$ cat src/rtl/pc_imem_pkg.sv
// pc_imem_pkg: shared ROM image, MIPS field positions and NOP word for pc_imem.
package pc_imem_pkg;
  localparam logic [31:0] NOP = 32'h0000_0000;
  localparam int IMAGE_WORDS = 16;
  localparam logic [0:IMAGE_WORDS-1][31:0] ROM_IMAGE = {
    32'h2008_0005, 32'h2009_000A, 32'h0109_5020, 32'h0128_5822,
    32'h0109_6024, 32'h0109_6825, 32'hAC0A_0000, 32'h8C0E_0000,
    32'h110A_0001, 32'h0000_0000, {6{NOP}}
  };
  localparam int OPCODE_MSB = 31;
  localparam int OPCODE_LSB = 26;
  localparam int RS_MSB     = 25;
  localparam int RS_LSB     = 21;
  localparam int RT_MSB     = 20;
  localparam int RT_LSB     = 16;
  localparam int RD_MSB     = 15;
  localparam int RD_LSB     = 11;
  localparam int SHAMT_MSB  = 10;
  localparam int SHAMT_LSB  = 6;
  localparam int FUNCT_MSB  = 5;
  localparam int FUNCT_LSB  = 0;
  localparam int IMM_MSB    = 15;
  localparam int IMM_LSB    = 0;
endpackage

$ cat src/rtl/imem_rom.sv
// imem_rom: combinational read-only instruction memory, NOP beyond DEPTH.
module imem_rom
  import pc_imem_pkg::*;
#(
  parameter int DEPTH = 64
) (
  input  logic [29:0] word_addr,
  output logic [31:0] data
);
  logic [31:0] idx;
  assign idx = {2'b00, word_addr};
  assign data = (idx < 32'(DEPTH) && idx < 32'(IMAGE_WORDS)) ? ROM_IMAGE[idx[3:0]] : NOP;
endmodule

$ cat src/rtl/pc_reg.sv
// pc_reg: 32-bit program counter with load enable and async active-low reset.
module pc_reg #(
  parameter logic [31:0] RESET_PC = 32'h0000_0000
) (
  input  logic        clk,
  input  logic        reset,
  input  logic        en,
  input  logic [31:0] d,
  output logic [31:0] q
);
  always_ff @(posedge clk or negedge reset)
    if (!reset) q <= RESET_PC;
    else if (en) q <= d;
endmodule

$ cat src/rtl/pc_imem.sv
// pc_imem: program counter feeding a fixed instruction ROM with MIPS field decode.
module pc_imem
  import pc_imem_pkg::*;
#(
  parameter logic [31:0] RESET_PC = 32'h0000_0000,
  parameter int          DEPTH    = 64
) (
  input  logic        clk,
  input  logic        reset,
  input  logic        pc_en,
  input  logic [31:0] next_pc,
  output logic [31:0] current_pc,
  output logic [31:0] pc_plus4,
  output logic [31:0] instruction,
  output logic [5:0]  opcode,
  output logic [4:0]  rs,
  output logic [4:0]  rt,
  output logic [4:0]  rd,
  output logic [4:0]  shamt,
  output logic [5:0]  funct,
  output logic [15:0] imm,
  output logic [31:0] imm_sext
);
  pc_reg #(.RESET_PC(RESET_PC)) u_pc (
    .clk(clk), .reset(reset), .en(pc_en), .d(next_pc), .q(current_pc)
  );
  // Byte offset bits are dropped: the ROM is word-addressed.
  imem_rom #(.DEPTH(DEPTH)) u_rom (
    .word_addr(current_pc[31:2]), .data(instruction)
  );
  assign pc_plus4 = current_pc + 32'd4;
  assign opcode   = instruction[OPCODE_MSB:OPCODE_LSB];
  assign rs       = instruction[RS_MSB:RS_LSB];
  assign rt       = instruction[RT_MSB:RT_LSB];
  assign rd       = instruction[RD_MSB:RD_LSB];
  assign shamt    = instruction[SHAMT_MSB:SHAMT_LSB];
  assign funct    = instruction[FUNCT_MSB:FUNCT_LSB];
  assign imm      = instruction[IMM_MSB:IMM_LSB];
  assign imm_sext = {{16{instruction[IMM_MSB]}}, instruction[IMM_MSB:IMM_LSB]};
endmodule

$ cat config.mk
export PLATFORM = sky130hd
export DESIGN_NAME = pc_imem
export DESIGN_NICKNAME = d
export VERILOG_FILES = /design/src/rtl/pc_imem_pkg.sv /design/src/rtl/imem_rom.sv /design/src/rtl/pc_reg.sv /design/src/rtl/pc_imem.sv
export SDC_FILE = /design/constraint.sdc
export NUM_CORES = 1
export LEC_CHECK = 0
export CAP_MARGIN = 20
export CORE_MARGIN = 2
export CORE_UTILIZATION = 25
export CTS_CLUSTER_SIZE = 40
export DETAILED_ROUTE_END_ITERATION = 10
export PLACE_DENSITY = 0.64
export SLEW_MARGIN = 0
export SYNTH_ARGS = -nofsm -noshare
export SYNTH_HDL_FRONTEND = slang
export SYNTH_SLANG_ARGS = --single-unit
$ cat constraint.sdc
create_clock -name clk -period 2.8 [get_ports clk]
set_input_delay 0.56 -clock clk [delete_from_list [all_inputs] [get_ports clk]]
set_output_delay 0.56 -clock clk [all_outputs]
set_load 0.02 [all_outputs]
After elaboration in Yosys (flattened, before gate mapping):

Memory sizes are Yosys's and may differ from the RTL's.
Cells that the tools add are included.

* register bits: 32
* memory bits (read-only): 512
* bits of input ports: 35
* memories: 1

Memories
* (no name shown): depth 16, width 32, read ports 1, clocked after Yosys merged registers in 0, write ports 0, line imem_rom.sv:12 `assign data = (idx < 32'(DEPTH) && idx < 32'(IMAGE_WORDS)) ? ROM_IMAGE[idx[3:0]] : NOP;`

* add/subtract/negate cells: 1
* $lt $le $gt $ge: 3
* muxes and demuxes: 3
* bitwise gates (word level): 1
* reductions and logical operators: 1

Operators with widths (count)
* 32-bit 2-to-1 mux: 3
* 32-bit by 3-bit adder with 32-bit output (second input constant): 1
* 30-bit by 5-bit less-than comparator with 1-bit output (second input constant): 1
* 30-bit by 7-bit less-than comparator with 1-bit output (second input constant): 1
* 5-bit greater-or-equal comparator (second input constant): 1
* 4-bit inverter with 5-bit output: 1
* 1-bit logical AND: 1

Logic depth before layout (Yosys ltp):

Gate-level depths: netlist of the first run.

* depth in word-level cells: 5
* gate-level depth with buffers: 6

Hierarchy:

A second synthesis of the first run with hierarchy kept.

* cell total of the unflattened synthesis: 303
* area, all modules: 3111.7 um^2

By module, submodules not included
* pc_reg: times used 1, cells each 68, area an instance 1345.0 um^2
* pc_imem: times used 1, cells each 163, area an instance 1181.1 um^2
* imem_rom: times used 1, cells each 72, area an instance 585.6 um^2

Least setup slack after synthesis of the first run:

OpenSTA, ideal clock, no wires.

* path type: register to output
* start: register u_pc.q[14]
* end: output port imm_sext[11]
* arrival time: 2203 ps
* required time: 2240 ps
* path slack: 37 ps
* cell stages (with the launch flop): 7
* buffers on the path: 2
* cells stage by stage: dfrtp_1 nor4_1 nand4_1 or2_1 buf_2 nor3_1 buf_4

* cells in the longest elaborated chain, start to end: 3
* elaborated cells on any way between the ends: 4
* those cells by class: 2 x order compare; 1 x mux; 1 x reduce/logical

RTL lines
* start: declaration: line pc_reg.sv:9 `output logic [31:0] q`
* start signal: assignment: line pc_reg.sv:12 `if (!reset) q <= RESET_PC;`
* start signal: assignment: line pc_reg.sv:13 `else if (en) q <= d;`
* 30-bit by 7-bit less-than comparator with 1-bit output / 30-bit by 5-bit less-than comparator with 1-bit output (equally long branches): line imem_rom.sv:12
* 1-bit logical AND *: line imem_rom.sv:12
* 32-bit 2-to-1 mux *: line imem_rom.sv:12
* end: declaration: line pc_imem.sv:22 `output logic [31:0] imm_sext`

Mark *: on every way between the ends. The rest lies on a longest branch, timed or not.

Worst setup path after layout of the first run:

* start: register u_pc.q[13]
* end: output port pc_plus4[20]

* cells in the longest elaborated chain, start to end: 1

RTL lines
* 32-bit by 3-bit adder with 32-bit output: line pc_imem.sv:31 `assign pc_plus4 = current_pc + 32'd4;`
* end: declaration: line pc_imem.sv:13 `output logic [31:0] pc_plus4,`

No other way between the ends.

==> reports/qor.csv, run 1 <==
metric,value,unit
deepest clock path buffer count,2,
number of flip-flops in the largest register,32,
Critical R2R Capture,u_pc.q[30],
ant diodes,0,
clock sinks,32,
top_reg_cell synth,dfrtp_1,
CTS tree,done,
antenna violations before repair,0,
# H-tree levels,2,
# fillers,1191,
"Cell Area, Synth",2880,µm²
#FFs+latches synth,32,
nets,514,
grt ovf,0,
Tmin final,2690,ps
outcome,completed,
main combinational cell family by area after synthesis,buffers and inverters,
crit path launch,u_pc.q[13],
most frequent cells in the layout,"clkdlybuf4s50_1, conb_1, buf_4, dlygate4sd2_1, dfrtp_1",
register share of total power,29.3,%
post-synthesis simple-gate area fraction,18.8,%
Peak VDD IR,0.221,mV
insertion delay to the later sink of the worst-skew pair,270,ps
"Core Util, Final",39.6,%
vias in the first global route,2504,
global-route wire length before repair,13500,µm
post-detail-place hpwl,6640,µm
port bufs,156,
Avg Synthesized Cell Area,9.07,µm²
Final period util,96.0,%
Crit Path Category,reg -> out,
largest net degree at the start of global routing,43,
Die Width,111,µm
power per cell area,417,nW/µm²
"Reg clk slew, reported paths",50,ps
Post-synth EDFFs,0,
Die Y,111,µm
vias,2560,
Slew @ Worst Pin,829,ps
Synth async-reset ratio,100,%
Achievable Freq,372,MHz
"non-filler cells, final",614,
Worst R2R Start,u_pc.q[30],
DP Area,4330,µm²
core footprint,11300,µm²
crit-path max FO,14,
Clk pwr share,32.7,%
Gate Count Post-Synth,317,
FF-to-FF path depth,3,
mux cell area share after synthesis,8.96,%
Layout Area Growth over Synthesis,56.0,%
I/O Pins,211,
sw frac,34.0,%
hold crit path type,in -> async,
unrepaired setup endpoints after global routing,true,
ANT nets after route,0,
Leakage,2.21,nW
share of cells above drive strength 1,29.3,%
P_sw,636,µW
max-slew violations,0,
Synth cell types,39,
final setup violation count,0,
arrival time at the worst endpoint,2130,ps
Adder-Cell Fraction of Synth Area,3.92,%
reg-to-reg setup timing slack,1730,ps
Overall Global Routing Usage,13.3,%
Placed Instances,603,
DRC Markers,0,
total die area,12400,µm²
Max Cap Violations,0,
post-synthesis compound-gate area fraction,3.31,%
final WL,8580,µm
internal power,1.23,mW
Rel. slew slack,44.8,%
sequential area share after synthesis,27.9,%
first-pass detailed-route iteration total,6,
Worst setup SP type,register,
RD Place Congestion,0.753,
"commonest non-fill, non-tap cell in the layout",clkdlybuf4s50_1,
Final Hold Fails,0,
design area,4480,µm²
Wirelength per Cell,14.0,µm
Critical Path RT,2240,ps
Total Power,1.87,mW
fraction of synthesized cell area in xor and xnor cells,8.22,%
clock root buffer,clkbuf_16,
top flop regs,u_pc.q x32,
Site Rows,39,
Critical Path End Type,output pin,
TritonCTS Buffers,5,
Largest Register,u_pc.q,
initial DRC count,82,
Gate power share,38.0,%
Clock Skews,0,ps
Starting Density,25.4,%
number of synthesis warnings,0,
Avg Vias per Cell,4.17,
## worst max-delay path by stage
stage	end	slack (ps)
after global placement	instruction[16]	-110
after floorplan	imm_sext[11]	40
after CTS	rt[0]	-7
final	pc_plus4[20]	110
after detailed placement	rt[0]	-110
after global routing	instruction[17]	-9
## logic make-up (layout without fill, tap and decap cells)
logic type | count (synthesis) | in the layout
other cells | 1 | 54
fa+ha+maj | 9 | 9
flops | 32 | 32
buf+inv | 118 | 219
compound gates | 17 | 17
mux | 23 | 23
simple gates | 90 | 90
xor+xnor | 27 | 27
## area by class of cell
class	count	area (µm²)	area share [%]
Clock buffer	5	125	2.79
Multi-Input combinational cell	220	1590	35.5
Timing Repair Buffer	200	1710	38.0
Inverter	11	41.3	0.921
Clock inverter	3	42.5	0.949
Tap cell	143	179	3.99
Sequential cell	32	801	17.9
## cell usage after synthesis (2+ instances only)
library cell   n  area share, %
a21oi_1        5           0.87
and2_1         6            1.3
and3_1         3           0.65
and4_1         3           0.91
buf_2          2           0.35
buf_4         97             25
clkbuf_1       6           0.78
dfrtp_1       32             28
ha_1           9            3.9
inv_1         11            1.4
mux2_2        22            8.6
nand2_1       22            2.9
nand3_1        8            1.4
nand4_1        2           0.44
nor2_1        10            1.3
nor3_1        10            1.7
nor3_2         2           0.70
nor4_1         9            2.0
nor4_2         3            1.3
o21ai_0       11            1.9
xnor2_1       12            3.7
xor2_1        15            4.6
## worst max-delay path, cell delays in order (launching register included)
cell and delay (ps):
dfrtp_1 360, buf_4 150, nand3_2 100, or3_1 340
buf_6 190, nor3_1 230, xor2_1 170, clkdlybuf4s15_1 320
## stage by stage
step | setup TNS [ps] | hold WS, ps | worst slack [ps]
detailed placement | -1210 | 523 | -110
global route | -48.8 | 421 | -9.49
global placement | -1020 | 518 | -109
floorplan | 0 | 264 | 37.5
CTS | -10.7 | 389 | -7.01
finish | 0 | 352 | 113
## metal layers
metal  wire length, µm  part of all wire (%)  vias up  track usage (%)
li1                  -                     -     1211                -
met3               691                   8.1        6             3.34
met4               103                   1.2        0             2.47
met1              3450                    40     1213             16.2
met5                 0                     0        -                0
met2              4330                    50      130             23.7
## timing repair
action                                  in CTS  in global routing
pin swaps                                    1                  3
buffers inserted                             2                  1
endpoints found under the setup margin      78                 71
endpoints found under the hold margin        0                  0
gates resized for setup                    124                 77
hold buffers                                 0                  0
## power groups by stage
stage	logic, mW	clock network (mW)	registers (mW)
after CTS	0.709	0.634	0.541
final	0.711	0.612	0.547
after global routing	0.762	0.652	0.553
after floorplan	0.332	0	0.631
after global placement	0.718	0	0.544
after detailed placement	0.721	0	0.546
(Power assumes the default switching activity.)
==> inputs of run 2 (changes only) <==
--- a/config.mk
+++ b/config.mk
@@ -5,7 +5,7 @@
 export SDC_FILE = /design/constraint.sdc
 export NUM_CORES = 1
 export LEC_CHECK = 0
-export CAP_MARGIN = 20
+export CAP_MARGIN = 15
 export CORE_MARGIN = 2
 export CORE_UTILIZATION = 25
 export CTS_CLUSTER_SIZE = 40
==> results of run 2 <==
The final DEF is identical to that of run 1; final timing and power are the same.
==> inputs of run 3 (changes only) <==
--- a/config.mk
+++ b/config.mk
@@ -10,8 +10,10 @@
 export CORE_UTILIZATION = 25
 export CTS_CLUSTER_SIZE = 40
 export DETAILED_ROUTE_END_ITERATION = 10
-export PLACE_DENSITY = 0.64
+export PLACE_DENSITY = 0.62
+export SKIP_LAST_GASP = 1
 export SLEW_MARGIN = 0
 export SYNTH_ARGS = -nofsm -noshare
 export SYNTH_HDL_FRONTEND = slang
+export SYNTH_HIERARCHICAL = 1
 export SYNTH_SLANG_ARGS = --single-unit
==> run 3 against run 2 <==
Non-clock buffer count grew 12. Design area grew 2.6%. Via count down 5.0%. Setup slack worse by 38 ps. Fmax is 1.4% lower. Clock skew unchanged. Sequential share of layout area shrank 0.42 points. Clock power fell by 19%.
==> reports/qor.csv, run 3 <==
metric,value,unit,change
outcome,completed,,unchanged
CTS Hold Buffers Added,0,,unchanged
sequential area share after synthesis,25.7,%,was 27.9%
top_reg_cell synth,dfrtp_1,,unchanged
Die Width,116,µm,was 111 µm
fin worst setup slack,74.6,ps,was 113 ps
crit-path max FO,17,,was 14
post-detail-place hpwl,7030,µm,was 6640 µm
core footprint,12100,µm²,"was 11,300 µm²"
"Core Util, Final",38.1,%,was 39.6%
arrival time at the worst endpoint,2170,ps,was 2130 ps
CTS tree,done,,unchanged
first-pass detailed-route iteration total,4,,was 6
ANT nets after route,0,,unchanged
top flop regs,u_pc/q x32,,was u_pc.q x32
vias in the first global route,2478,,"was 2,504"
grt ovf,0,,unchanged
ant diodes,0,,unchanged
number of flip-flops in the largest register,32,,unchanged
total die area,13400,µm²,"was 12,400 µm²"
Achievable Freq,367,MHz,was 372 MHz
worst slack at placement,-261,ps,was -110 ps
deepest clock path buffer count,2,,unchanged
"commonest non-fill, non-tap cell in the layout",clkdlybuf4s50_1,,unchanged
Avg Vias per Cell,4.08,,was 4.17
Critical Path End Type,output pin,,unchanged
unrepaired setup endpoints after global routing,true,,unchanged
clock sinks,32,,unchanged
TritonCTS Buffers,5,,unchanged
global-route wire length before repair,13100,µm,"was 13,500 µm"
DRC Markers,0,,unchanged
initial DRC count,64,,was 82
Clock Skews,0,ps,unchanged
Max Cap Violations,0,,unchanged
post-synth top area share,25.7,%,was 27.9%
Die Y,116,µm,was 111 µm
Worst setup SP type,register,,unchanged
top post-synthesis cells by area,"dfrtp_1, buf_4, mux2_4",,"was dfrtp_1, buf_4, mux2_2"
Avg Synthesized Cell Area,10.3,µm²,was 9.07 µm²
Tmin final,2730,ps,was 2690 ps
number of synthesis warnings,6,,was 0
Overall Global Routing Usage,12.4,%,was 13.3%
clock root buffer,clkbuf_16,,unchanged
Synth area leader,dfrtp_1,,unchanged
antenna violations before repair,0,,unchanged
insertion delay to the later sink of the worst-skew pair,270,ps,about the same
"top cells by count, synth","buf_4, dfrtp_1, mux2_4",,"was buf_4, dfrtp_1, mux2_2, nand2_1, xor2_1"
nets,471,,was 514
final WL,8680,µm,was 8580 µm
Gate Count Post-Synth,303,,was 317
"Cell Area, Synth",3110,µm²,was 2880 µm²
hold crit path type,in -> async,,unchanged
Layout Area Growth over Synthesis,47.8,%,was 56.0%
power per cell area,400,nW/µm²,was 417 nW/µm²
vias,2431,,"was 2,560"
Peak VDD IR,0.201,mV,was 0.221 mV
Leakage,2.15,nW,was 2.21 nW
Rel. slew slack,51.1,%,was 44.8%
Largest Register,u_pc/q,,was u_pc.q
share of cells above drive strength 1,34.3,%,was 29.3%
RD Place Congestion,0.761,,was 0.753
TNS Setup,0,ps,unchanged
largest net degree at the start of global routing,33,,was 43
max-slew violations,0,,unchanged
Synth async-reset ratio,100,%,unchanged
# H-tree levels,2,,unchanged
#FFs+latches synth,32,,unchanged
"Reg clk slew, reported paths",50,ps,about the same
Slew @ Worst Pin,733,ps,was 829 ps
Final Hold Fails,0,,unchanged
Synth cell types,38,,was 39
most instantiated library cell after synthesis,buf_4,,unchanged
most frequent cells in the layout,"clkdlybuf4s50_1, buf_4, dlygate4sd2_1, dfrtp_1, mux2_4",,"was clkdlybuf4s50_1, conb_1, buf_4, dlygate4sd2_1, dfrtp_1"
Critical Path RT,2240,ps,about the same
Crit Path Category,reg -> out,,unchanged
I/O Pins,211,,unchanged
Starting Density,25.8,%,was 25.4%
port bufs,156,,unchanged
Post-synth EDFFs,0,,unchanged
Final period util,97.3,%,was 96.0%
Site Rows,40,,was 39
Total Power,1.84,mW,was 1.87 mW
Wirelength per Cell,14.6,µm,was 14.0 µm
final setup violation count,0,,unchanged
==> run 3: through the flow <==
stage	std cells	instance area, µm²	hold WS, ps
after floorplan	314	3160	264
after global placement	587	4500	523
after detailed placement	587	4500	529
after CTS	595	4620	367
after global routing	596	4600	408
final	596	4600	347
==> run 3: routing by layer <==
layer	global-route usage [%]	up-vias	wire length, µm
li1	-	1176	-
met1	13.9	1128	3390
met2	22.9	114	4380
met3	3.61	13	780
met4	3.29	0	124
met5	0	-	0
==> run 3: worst paths after layout <==
| check | cells after the start | slack [ps] | end | from |
|---|---|---|---|---|
| max in group asynchronous | 1 | 1940 | u_pc/q[7] | reset |
| min in group clk | 1 | 540 | u_pc/q[1] | u_pc/q[1] |
| worst min register to register | 1 | 540 | u_pc/q[1] | u_pc/q[1] |
| worst max-delay path | 5 | 70 | rt[0] | u_pc/q[28] |
| worst max register to register | 3 | 1730 | u_pc/q[9] | u_pc/q[9] |
| worst min-delay path | 1 | 350 | u_pc/q[28] | reset |
==> run 3: cell families (layout without fill, tap and decap cells) <==
family          count (synthesis)  count (layout)  synth area share, %
simple gates                   84              84                 18.3
mux                            33              33                 15.5
flops                          32              32                 25.7
buf+inv                       110             224                 27.3
fa+ha+maj                       8               8                 3.22
other cells                     1              12                0.121
compound gates                  7               7                 1.93
xor+xnor                       28              28                 7.88
==> run 3: worst max-delay path: stages (launching register included) <==
cell and delay [ps]:
dfrtp_1 400, nor4_4 330, nand4_2 200, buf_12 210, nor4_1 340, dlygate4sd1_1 400
==> run 3: layout make-up <==
type                       instances  area [µm²]
clock buffer                       6         129
timing repair buffer             212        1860
multi-input combinational        172        1570
clock inverter                     1        5.00
fill                            1226        7460
inverter                           5        18.8
tap                              168         210
sequential                        32         802
==> run 3: timing repair <==
action                                 4_1_cts  5_1_grt
endpoints found under the hold margin        0        0
pin swaps                                    1        1
resized for setup                          101       36
buffers inserted                             1        1
setup endpoints to repair                   79       37
==> run 3: where the power goes <==
| group | internal [mW] | total [mW] | switching [mW] |
|---|---|---|---|
| registers | 0.511 | 0.552 | 0.0415 |
| logic | 0.369 | 0.792 | 0.423 |
| clock network | 0.322 | 0.494 | 0.173 |
